**src/rtl/acm_queued.sv**
```systemverilog
// Register-file SECDED checker with a queued repair write-back path.
// Optional background scrubber enabled by defining ACM_SCRUB_EN.
module acm_queued #(
  parameter int REGS         = 32,
  parameter int RPORTS       = 2,
  parameter int QDEPTH       = 2,
  parameter int SCRUB_PERIOD = 16,
  localparam int AW          = $clog2(REGS)
) (
  input  logic                 s_clk_i,
  input  logic                 s_resetn_i,
  input  logic                 s_wb_we_i,
  input  logic [AW-1:0]        s_wb_add_i,
  input  logic [31:0]          s_wb_val_i,
  input  logic [RPORTS*AW-1:0] s_r_add_i,
  input  logic [RPORTS*32-1:0] s_r_val_i,
  input  logic [RPORTS-1:0]    s_fwd_i,
  output logic [RPORTS-1:0]    s_ce_o,
  output logic [RPORTS-1:0]    s_uce_o,
  output logic                 s_we_o,
  output logic [AW-1:0]        s_add_o,
  output logic [31:0]          s_val_o,
  output logic                 s_qfull_o,
  output logic                 s_drop_o,
  output logic [15:0]          s_fix_cnt_o,
  output logic                 s_scrub_req_o,
  output logic [AW-1:0]        s_scrub_add_o,
  input  logic [31:0]          s_scrub_val_i,
  output logic                 s_scrub_uce_o
);

  localparam int CW = $clog2(QDEPTH + 1);

  typedef struct packed {
    logic          vld;
    logic [AW-1:0] add;
    logic [31:0]   val;
  } ent_t;

  // Data bit k sits at the k-th non-power-of-two
  // Hamming position (3..38); bit 6 is overall parity.
  function automatic logic [6:0] ecc_enc(
    input logic [31:0] d
  );
    logic [6:0] c;
    int k;
    c = '0;
    k = 0;
    for (int p = 3; p < 39; p++) begin
      if ((p & (p - 1)) != 0) begin
        if (d[k]) c = c ^ {1'b1, p[5:0]};
        k++;
      end
    end
    return c;
  endfunction

  function automatic logic [31:0] ecc_fix(
    input logic [31:0] d,
    input logic [6:0]  s
  );
    logic [31:0] r;
    int k;
    r = d;
    k = 0;
    for (int p = 3; p < 39; p++) begin
      if ((p & (p - 1)) != 0) begin
        if (s[5:0] == p[5:0]) r[k] = ~r[k];
        k++;
      end
    end
    return r;
  endfunction

  logic [6:0]    chk_q [REGS];
  logic [6:0]    chk_d [REGS];
  ent_t          q_q [QDEPTH];
  ent_t          q_d [QDEPTH];
  logic [CW-1:0] cnt_q, cnt_d;
  logic [15:0]   fix_q, fix_d;

  logic [AW-1:0] r_add [RPORTS];
  logic [31:0]   r_val [RPORTS];
  logic [6:0]    r_syn [RPORTS];

  logic          p_want;
  logic [AW-1:0] p_add;
  logic [31:0]   p_val;

  logic          sc_ce;
  logic [AW-1:0] sc_add;
  logic [31:0]   sc_val;

  logic          want, dup, full;
  logic          acc, drop, pop, issue;
  logic [AW-1:0] e_add;
  logic [31:0]   e_val;
  logic [CW-1:0] wr_idx;

  always_comb begin
    s_ce_o  = '0;
    s_uce_o = '0;
    p_want  = 1'b0;
    p_add   = '0;
    p_val   = '0;
    for (int p = 0; p < RPORTS; p++) begin
      r_add[p] = s_r_add_i[p*AW +: AW];
      r_val[p] = s_r_val_i[p*32 +: 32];
      r_syn[p] = ecc_enc(r_val[p]) ^ chk_q[r_add[p]];
      if (r_add[p] != '0) begin
        s_ce_o[p]  = r_syn[p][6];
        s_uce_o[p] = ~r_syn[p][6] & (|r_syn[p][5:0]);
      end
      // Later ports overwrite: highest index wins.
      if (s_ce_o[p] && !s_fwd_i[p] &&
          !(s_wb_we_i && s_wb_add_i == r_add[p])) begin
        p_want = 1'b1;
        p_add  = r_add[p];
        p_val  = ecc_fix(r_val[p], r_syn[p]);
      end
    end
  end

  always_comb begin
    want  = p_want;
    e_add = p_add;
    e_val = p_val;
    if (!p_want && sc_ce) begin
      want  = 1'b1;
      e_add = sc_add;
      e_val = sc_val;
    end
    dup = 1'b0;
    for (int i = 0; i < QDEPTH; i++) begin
      if (CW'(i) < cnt_q && q_q[i].vld &&
          q_q[i].add == e_add) dup = 1'b1;
    end
    full   = (cnt_q == CW'(QDEPTH));
    issue  = (cnt_q != '0) && q_q[0].vld && !s_wb_we_i;
    pop    = (cnt_q != '0) && (issue || !q_q[0].vld);
    acc    = want && !dup && (!full || pop);
    drop   = want && !dup && full && !pop;
    wr_idx = cnt_q - CW'(pop);
    cnt_d  = cnt_q - CW'(pop) + CW'(acc);

    q_d = q_q;
    for (int i = 0; i < QDEPTH; i++) begin
      if (s_wb_we_i && q_q[i].add == s_wb_add_i)
        q_d[i].vld = 1'b0;
    end
    if (pop) begin
      for (int i = 0; i < QDEPTH - 1; i++)
        q_d[i] = q_d[i+1];
      q_d[QDEPTH-1] = '0;
    end
    for (int i = 0; i < QDEPTH; i++) begin
      if (acc && CW'(i) == wr_idx)
        q_d[i] = '{vld: 1'b1, add: e_add, val: e_val};
    end

    fix_d = fix_q;
    if (issue && fix_q != 16'hFFFF)
      fix_d = fix_q + 16'd1;
  end

  always_comb begin
    s_we_o  = s_wb_we_i | issue;
    s_add_o = '0;
    s_val_o = '0;
    if (s_wb_we_i) begin
      s_add_o = s_wb_add_i;
      s_val_o = s_wb_val_i;
    end else if (issue) begin
      s_add_o = q_q[0].add;
      s_val_o = q_q[0].val;
    end
    chk_d = chk_q;
    if (s_we_o) chk_d[s_add_o] = ecc_enc(s_val_o);
  end

  assign s_qfull_o   = full;
  assign s_drop_o    = drop;
  assign s_fix_cnt_o = fix_q;

  always_ff @(posedge s_clk_i or negedge s_resetn_i) begin
    if (!s_resetn_i) begin
      for (int i = 0; i < REGS; i++) chk_q[i] <= '0;
      for (int i = 0; i < QDEPTH; i++) q_q[i] <= '0;
      cnt_q <= '0;
      fix_q <= '0;
    end else begin
      chk_q <= chk_d;
      q_q   <= q_d;
      cnt_q <= cnt_d;
      fix_q <= fix_d;
    end
  end

`ifdef ACM_SCRUB_EN
  localparam int WCW = $clog2(SCRUB_PERIOD + 1);

  typedef enum logic [1:0] {
    S_IDLE, S_WAIT, S_READ, S_CHECK
  } sc_st_t;

  sc_st_t         st_q, st_d;
  logic [WCW-1:0] wcnt_q, wcnt_d;
  logic [AW-1:0]  ptr_q, ptr_d, ptr_nx;
  logic           disc_q, disc_d;
  logic [6:0]     sc_syn;
  logic           wb_hit, chk_ok;

  assign sc_syn = ecc_enc(s_scrub_val_i) ^ chk_q[ptr_q];
  assign wb_hit = s_wb_we_i && s_wb_add_i == ptr_q;
  assign chk_ok = (st_q == S_CHECK) && !disc_q && !wb_hit;
  assign sc_ce  = chk_ok && sc_syn[6];
  assign sc_add = ptr_q;
  assign sc_val = ecc_fix(s_scrub_val_i, sc_syn);
  assign ptr_nx = (ptr_q == AW'(REGS - 1)) ?
                  AW'(1) : ptr_q + AW'(1);

  always_comb begin
    st_d          = st_q;
    wcnt_d        = wcnt_q;
    ptr_d         = ptr_q;
    disc_d        = disc_q;
    s_scrub_req_o = 1'b0;
    s_scrub_add_o = '0;
    s_scrub_uce_o = 1'b0;
    unique case (st_q)
      S_IDLE: begin
        st_d   = S_WAIT;
        wcnt_d = '0;
      end
      S_WAIT: begin
        if (s_wb_we_i || cnt_q != '0) begin
          wcnt_d = '0;
        end else if (wcnt_q == WCW'(SCRUB_PERIOD - 1)) begin
          st_d   = S_READ;
          wcnt_d = '0;
        end else begin
          wcnt_d = wcnt_q + WCW'(1);
        end
      end
      S_READ: begin
        s_scrub_req_o = 1'b1;
        s_scrub_add_o = ptr_q;
        disc_d        = wb_hit;
        st_d          = S_CHECK;
      end
      S_CHECK: begin
        st_d   = S_WAIT;
        wcnt_d = '0;
        disc_d = 1'b0;
        // A CE that could not be queued is retried next round.
        if (chk_ok) begin
          if (sc_syn[6]) begin
            if (!p_want && !drop) ptr_d = ptr_nx;
          end else begin
            s_scrub_uce_o = |sc_syn[5:0];
            ptr_d         = ptr_nx;
          end
        end
      end
      default: st_d = S_IDLE;
    endcase
  end

  always_ff @(posedge s_clk_i or negedge s_resetn_i) begin
    if (!s_resetn_i) begin
      st_q   <= S_IDLE;
      wcnt_q <= '0;
      ptr_q  <= AW'(1);
      disc_q <= 1'b0;
    end else begin
      st_q   <= st_d;
      wcnt_q <= wcnt_d;
      ptr_q  <= ptr_d;
      disc_q <= disc_d;
    end
  end
`else
  logic scrub_unused;

  assign scrub_unused  = ^s_scrub_val_i;
  assign sc_ce         = 1'b0;
  assign sc_add        = '0;
  assign sc_val        = '0;
  assign s_scrub_req_o = 1'b0;
  assign s_scrub_add_o = '0;
  assign s_scrub_uce_o = 1'b0;
`endif

endmodule

```
**config.mk**
```make
export PLATFORM = sky130hd
export DESIGN_NAME = acm_queued
export DESIGN_NICKNAME = d
export VERILOG_FILES = /design/src/rtl/acm_queued.sv
export SDC_FILE = /design/constraint.sdc
export NUM_CORES = 1
export LEC_CHECK = 0
export CAP_MARGIN = 30
export CORE_MARGIN = 1
export CORE_UTILIZATION = 58
export CTS_CLUSTER_SIZE = 8
export DETAILED_ROUTE_END_ITERATION = 7
export PLACE_DENSITY = 0.82
export SLEW_MARGIN = 20
export SYNTH_ARGS = -nofsm -noshare
export SYNTH_HDL_FRONTEND = slang
export SYNTH_SLANG_ARGS = --single-unit
```
**constraint.sdc**
```tcl
create_clock -name s_clk_i -period 6.6 [get_ports s_clk_i]
set_input_delay 1.32 -clock s_clk_i [delete_from_list [all_inputs] [get_ports s_clk_i]]
set_output_delay 1.32 -clock s_clk_i [all_outputs]
set_load 0.005 [all_outputs]
```
* After elaboration in Yosys (flattened, before gate mapping)
Index checks and enable logic that the tools add are counted.
** Storage, ports and cells
- Bits of input ports :: 148
- Word-level logic and storage cells :: 1481
- Output and inout port bits :: 67
- Register bits :: 318
** Cells by class
- Mux-type cells :: 842
- Reduce and logical (&&, ||, !) cells :: 105
- Magnitude comparators :: 161
- Bitwise logic cells :: 167
- Equal/unequal tests :: 73
- Add/sub/neg operators :: 93
** Operator list (number)
- 32-bit two-way mux :: 219
- 32-bit by 7-bit less-than comparator with 1-bit output (second input constant) :: 93
- 32-bit by 2-bit adder with 32-bit output (second input constant) :: 90
- 32-bit bitwise mux :: 62
- 32-bit by 1-bit greater-or-equal comparator with 1-bit output (second input constant) :: 62
- 7-bit two-way mux :: 133
- 1-bit binary-select mux with 5-bit select :: 93
- 1-bit demux with 5-bit select :: 62
- 1-bit two-way mux :: 262
- 224-bit bitwise mux :: 1
- 6-bit by 5-bit == test with 1-bit output (second input constant) :: 30
- 4-bit inverter :: 39
- 3-bit inverter :: 36
- 1-bit logical AND :: 85
- 6-bit by 4-bit == test with 1-bit output (second input constant) :: 14
- 38-bit two-way mux :: 2
- 76-bit two-way mux :: 1
- 5-bit inverter :: 15
- 6-bit == test (second input constant) :: 12
- 7-bit binary-select mux with 5-bit select :: 2
- 1-bit inverter :: 66
- 6-bit by 3-bit == test with 1-bit output (second input constant) :: 6
- 7-bit demux with 5-bit select :: 1
- 5-bit == test :: 6
- 23 further kinds :: 49

* Longest topological paths before layout
- Depth after elaboration :: 287
- Depth in mapped cells :: 15
- Mapped depth without buffers :: 12

* Least setup slack after synthesis
Ideal clock, no wire load.
- Path type :: input -> output
- From :: in s_r_add_i[0]
- To :: out s_uce_o[0]
- Cell stages on the path :: 11
- Path buffers :: 5
- Required time :: 5.280 ns
- Arrival :: 4.311 ns
- Setup slack :: 0.969 ns
- Cells stage by stage :: buf_4 -> buf_2 -> buf_2 -> buf_2 -> mux4_2 -> mux4_2 -> mux2i_1 -> xnor2_1 -> nand2b_1 -> clkbuf_1 -> o311a_1
** Between the ends
- Word-level cells in the longest chain between the ends :: 8
- Elaborated cells between the ends (all ways) :: 10
- Those cells by class :: mux: 4; bitwise: 4; reduce/logical: 2
** RTL lines
- from (decl) :: RTL line 15 : input logic [RPORTS*AW-1:0] s_r_add_i,
- 5-bit inverter with 6-bit output (implied by the code) :: RTL line 109 : r_syn[p] = ecc_enc(r_val[p]) ^ chk_q[r_add[p]];
- 7-bit binary-select mux with 5-bit select :: RTL line 109
- 7-bit two-way mux (implied by the code) (2 in series) :: RTL line 109
- 7-bit bitwise XOR :: RTL line 109
- 6-bit OR reduction or 1-bit inverter (tied branches) :: RTL line 112 : s_uce_o[p] = ~r_syn[p][6] & (|r_syn[p][5:0]);
- 1-bit bitwise AND :: RTL line 112
- 1-bit two-way mux * :: RTL line 110 : if (r_add[p] != '0) begin
- to (decl) :: RTL line 19 : output logic [RPORTS-1:0] s_uce_o,
Mark *: on every way between the ends. The rest lies on a longest branch, timed or not. The select of a mux whose other input is x is not followed.

* Worst setup path in the final report
- From :: in s_r_val_i[44]
- To :: out s_drop_o
** Between the ends
- Word-level cells in the longest chain between the ends :: 52
- Elaborated cells between the ends (all ways) :: 55
- Those cells by class :: eq/ne: 2; mux: 25; bitwise: 20; reduce/logical: 8
** RTL lines
- from (decl) :: RTL line 16 : input logic [RPORTS*32-1:0] s_r_val_i,
- 7-bit two-way mux * :: RTL line 51 : if (d[k]) c = c ^ {1'b1, p[5:0]};
- 4-bit inverter (no line)
- 7-bit two-way mux * :: RTL line 51
- 3-bit inverter (no line)
- 7-bit two-way mux * :: RTL line 51
- 4-bit inverter (no line)
- 7-bit two-way mux * :: RTL line 51
- 4-bit inverter (no line)
- (+32 left out)
- 1-bit two-way mux * :: RTL line 110
- 1-bit logical AND * (2 in series) :: RTL line 115 : if (s_ce_o[p] && !s_fwd_i[p] &&
- 5-bit two-way mux :: RTL line 115
- 5-bit == test :: RTL line 136 : q_q[i].add == e_add) dup = 1'b1;
- 1-bit logical AND :: RTL line 135 : if (CW'(i) < cnt_q && q_q[i].vld &&
- 1-bit two-way mux (2 in series) :: RTL line 135
- 1-bit zero test :: RTL line 142 : drop = want && !dup && full && !pop;
- 1-bit logical AND * (3 in series) :: RTL line 142
- to (decl) :: RTL line 24 : output logic s_drop_o,
Mark *: on every way between the ends. The rest lies on a longest branch, timed or not.

==> out/qor.yml <==
p_leak_uw: 0.01014
post-route-period-util: 0.9798
outcome: "complete, no violations"
nNetsFinal: 2293
p_clk_frac: 0.190
crit_path_start_kind: "input port"
fin_area_mm2: 0.02401
synth_largest_area_cell: "dfrtp_1"
dieWidth_um: 189.0
diodes: 0
hpwlAfterDp_um: 43440
reg2regPathDepth: 13
yosys-top-cells-area: "dfrtp_1 (39%), mux4_2 (14%), xnor2_1 (8.8%)"
p_seq_frac: 0.291
ys_async_sr_fraction: 1.000
die_height_um: 189.0
max-vdd-ir-drop_mv: 0.3757
syn-cell-area_mm2: 0.02028
end_kind: "output port"
coreArea_mm2: 0.03446
p_sw_frac: 0.4328
max_freq_ghz: 0.1546
power.switching_uw: 4854
postLayoutCoreUtil: 0.6967
crit_type: "in2out"
cts.sinks: 318
cp_max_fo: 6
drive_gt1_frac: 0.1347
grt_max_degree: 189
hold_depth: 1
area_delta_synth_final_pct: 18.39
rsz0062_at_grt: "false"
port_buffers: 175
hp-class: "reg2reg"
avgRoutedWirePerCell_um: 23.07
pwr-share-comb: 0.519
initial_core_util: 0.5885
dp_cells: 2546
p_per_area_mw_per_mm2: 467.1
drt_iter0_markers: 1575
rows: 68
grt_first_pass_wirelength_um: 93700
r2r_start: "chk_q[27]"
maxCapViolations: 0
power.total_uw: 11220
grt.total_usage: 0.3406
first_global_vias: 16350
skew_ns: 0.05332
ys_types: 56
setup_viol: 0
timing.reg2reg.setup_slack_ns: 2.30
antenna_found_initial: 0
path_clk_slew_ns: 0.05
cts_tree: "done"
slew_violations: 0
drt_first_pass_iters: 6
overflow: 0
dominantRegCellSynth: "dfrtp_1"
cts_buffers: 46
routabilityCongestion: 0.9579
p_int_uw: 6361
reg2reg_to: "q_q[44]"
antenna_left: 0
seq_area_frac_synth: 0.3924
synth_top_area_frac: 0.3924
clk_latency_ns: 0.57
totalWireLength_um: 60010
max-clock-path-buffers: 3
cts-root-buf: "clkbuf_16"
vias: 16130
fin_cells: 2601
synth-seq-cells: 318
required_ns: 5.28
hold_end: "s_fix_cnt_o[11]"
min_from: "s_fix_cnt_o[11]"
syn_area_per_cell_um2: 10.23
htreeDepth: 2
io-pin-count: 215
syn_inst: 1982
post_drt_via_cell_ratio: 6.201
fin_setup_tns_ns: 0
synth_edf_count: 0
tightestPinTransition_ns: 1.033
finalCriticalPeriod_ns: 6.467
die-area_mm2: 0.03571
crit_start: "s_r_val_i[44]"
drc: 0
slew_headroom: 0.3068
hold_viol: 0
place_area_mm2: 0.02269
cp.arrival_ns: 5.15
yosysWarnings: 0
## power by group through the flow
stage	Combinational (µW)	Clock (µW)	Sequential [µW]
3_5_place_dp	5640	0	3250
5_1_grt	6180	2240	3350
2_1_floorplan	3950	0	3050
4_1_cts	5700	2150	3240
6_report	5820	2130	3270
3_3_place_gp	5480	0	3160
## Yosys cell counts, types with 4 or more instances
| cell | number |
|---|---|
| xnor2_1 | 204 |
| o21a_1 | 5 |
| a22oi_1 | 32 |
| o21ai_1 | 4 |
| nor2_1 | 136 |
| xnor3_1 | 10 |
| nand3_1 | 18 |
| buf_6 | 6 |
| nand2b_1 | 16 |
| and2_1 | 8 |
| nor2b_1 | 7 |
| nand2_1 | 319 |
| buf_2 | 14 |
| nor4_1 | 5 |
| xor2_1 | 93 |
| clkbuf_1 | 99 |
| buf_1 | 18 |
| nand4_1 | 7 |
| a21oi_1 | 79 |
| buf_4 | 10 |
| dfrtp_1 | 318 |
| mux4_2 | 128 |
| and3_1 | 6 |
| nor3_1 | 29 |
| mux2i_1 | 152 |
| inv_1 | 35 |
| o21ai_0 | 183 |
## worst max-delay path, stage by stage
cell	delay [ns]
clkdlybuf4s50_1	0.48
xnor3_1	0.43
xor2_2	0.19
xnor3_1	0.45
xnor3_2	0.47
xor2_4	0.29
and2_4	0.25
a32oi_2	0.08
buf_4	0.17
xnor2_1	0.12
nor4_2	0.32
nor3_1	0.09
clkdlybuf4s50_1	0.48
## state kept, by name, indices dropped and copies added, names as in the netlist
name,cells
chk_q,224
q_q,76
s_fix_cnt_o,16
cnt_q,2
## worst max path at each step
stage / slack [ns] / to
finish: 0.13 / s_drop_o
global route: 0.005 / s_drop_o
CTS: 0.06 / s_drop_o
detailed placement: 0.06 / s_drop_o
global placement: 0.12 / s_drop_o
floorplan: 0.97 / s_uce_o[0]
## routing by layer
metal	GRT usage	vias to the layer above	wire, µm
met1	0.4385	7911	23060
met4	0.1641	0	3240
li1	-	7184	-
met5	0	-	0
met3	0.06413	212	4804
met2	0.5571	821	28900
## repair_timing
item / 4_1_cts / 5_1_grt
hold buffers: 0 / 0
buffers inserted: 0 / 0
gates resized for setup: 0 / 2
endpoints found under the setup margin: 0 / 1
## cell families (layout without fill, tap and decap cells)
family	Yosys count	in the layout	share of synthesized area
xor gates and xnor gates	311	311	0.1435
adders and majority gates	3	3	0.001851
and+or+nand+nor	562	562	0.1154
DFF	318	318	0.3924
AOI/OAI and AO/OA	321	321	0.08898
buffers and inverters	183	341	0.03881
other	1	7	0.0001849
muxes	283	283	0.2189
## stage by stage
stage | hold WS [ns] | setup WS (ns)
4_1_cts | 0.4897 | 0.05962
3_3_place_gp | 0.4732 | 0.1157
2_1_floorplan | 0.4609 | 0.9691
6_report | 0.4913 | 0.1335
3_5_place_dp | 0.4836 | 0.06477
5_1_grt | 0.5024 | 0.004697
## cell usage in the layout, fill, tap and decap left out, types with 8 or more instances in the layout
| master | count |
|---|---|
| mux4_2 | 128 |
| xnor3_1 | 9 |
| xnor2_1 | 197 |
| o21ai_0 | 183 |
| a21oi_1 | 79 |
| nor2_1 | 136 |
| clkbuf_16 | 46 |
| nand2b_1 | 16 |
| and2_1 | 8 |
| nand3_1 | 18 |
| clkdlybuf4s50_1 | 169 |
| xnor2_2 | 8 |
| mux2i_1 | 152 |
| inv_1 | 35 |
| xor2_1 | 92 |
| nor3_1 | 29 |
| buf_4 | 71 |
| dfrtp_1 | 318 |
| a22oi_1 | 32 |
| buf_12 | 8 |
| nand2_1 | 319 |
## area by class of cell
| cell class | instances | area, µm² |
|---|---|---|
| inverter | 36 | 135.1 |
| clock buffer | 47 | 1155 |
| tap | 455 | 569.3 |
| clock inverter | 5 | 107.6 |
| timing repair buffer | 253 | 2442 |
| fill | 2484 | 10450 |
| multi-input combinational | 1487 | 11640 |
| sequential | 318 | 7958 |
No activity file was read; power rests on OpenSTA's default activity.
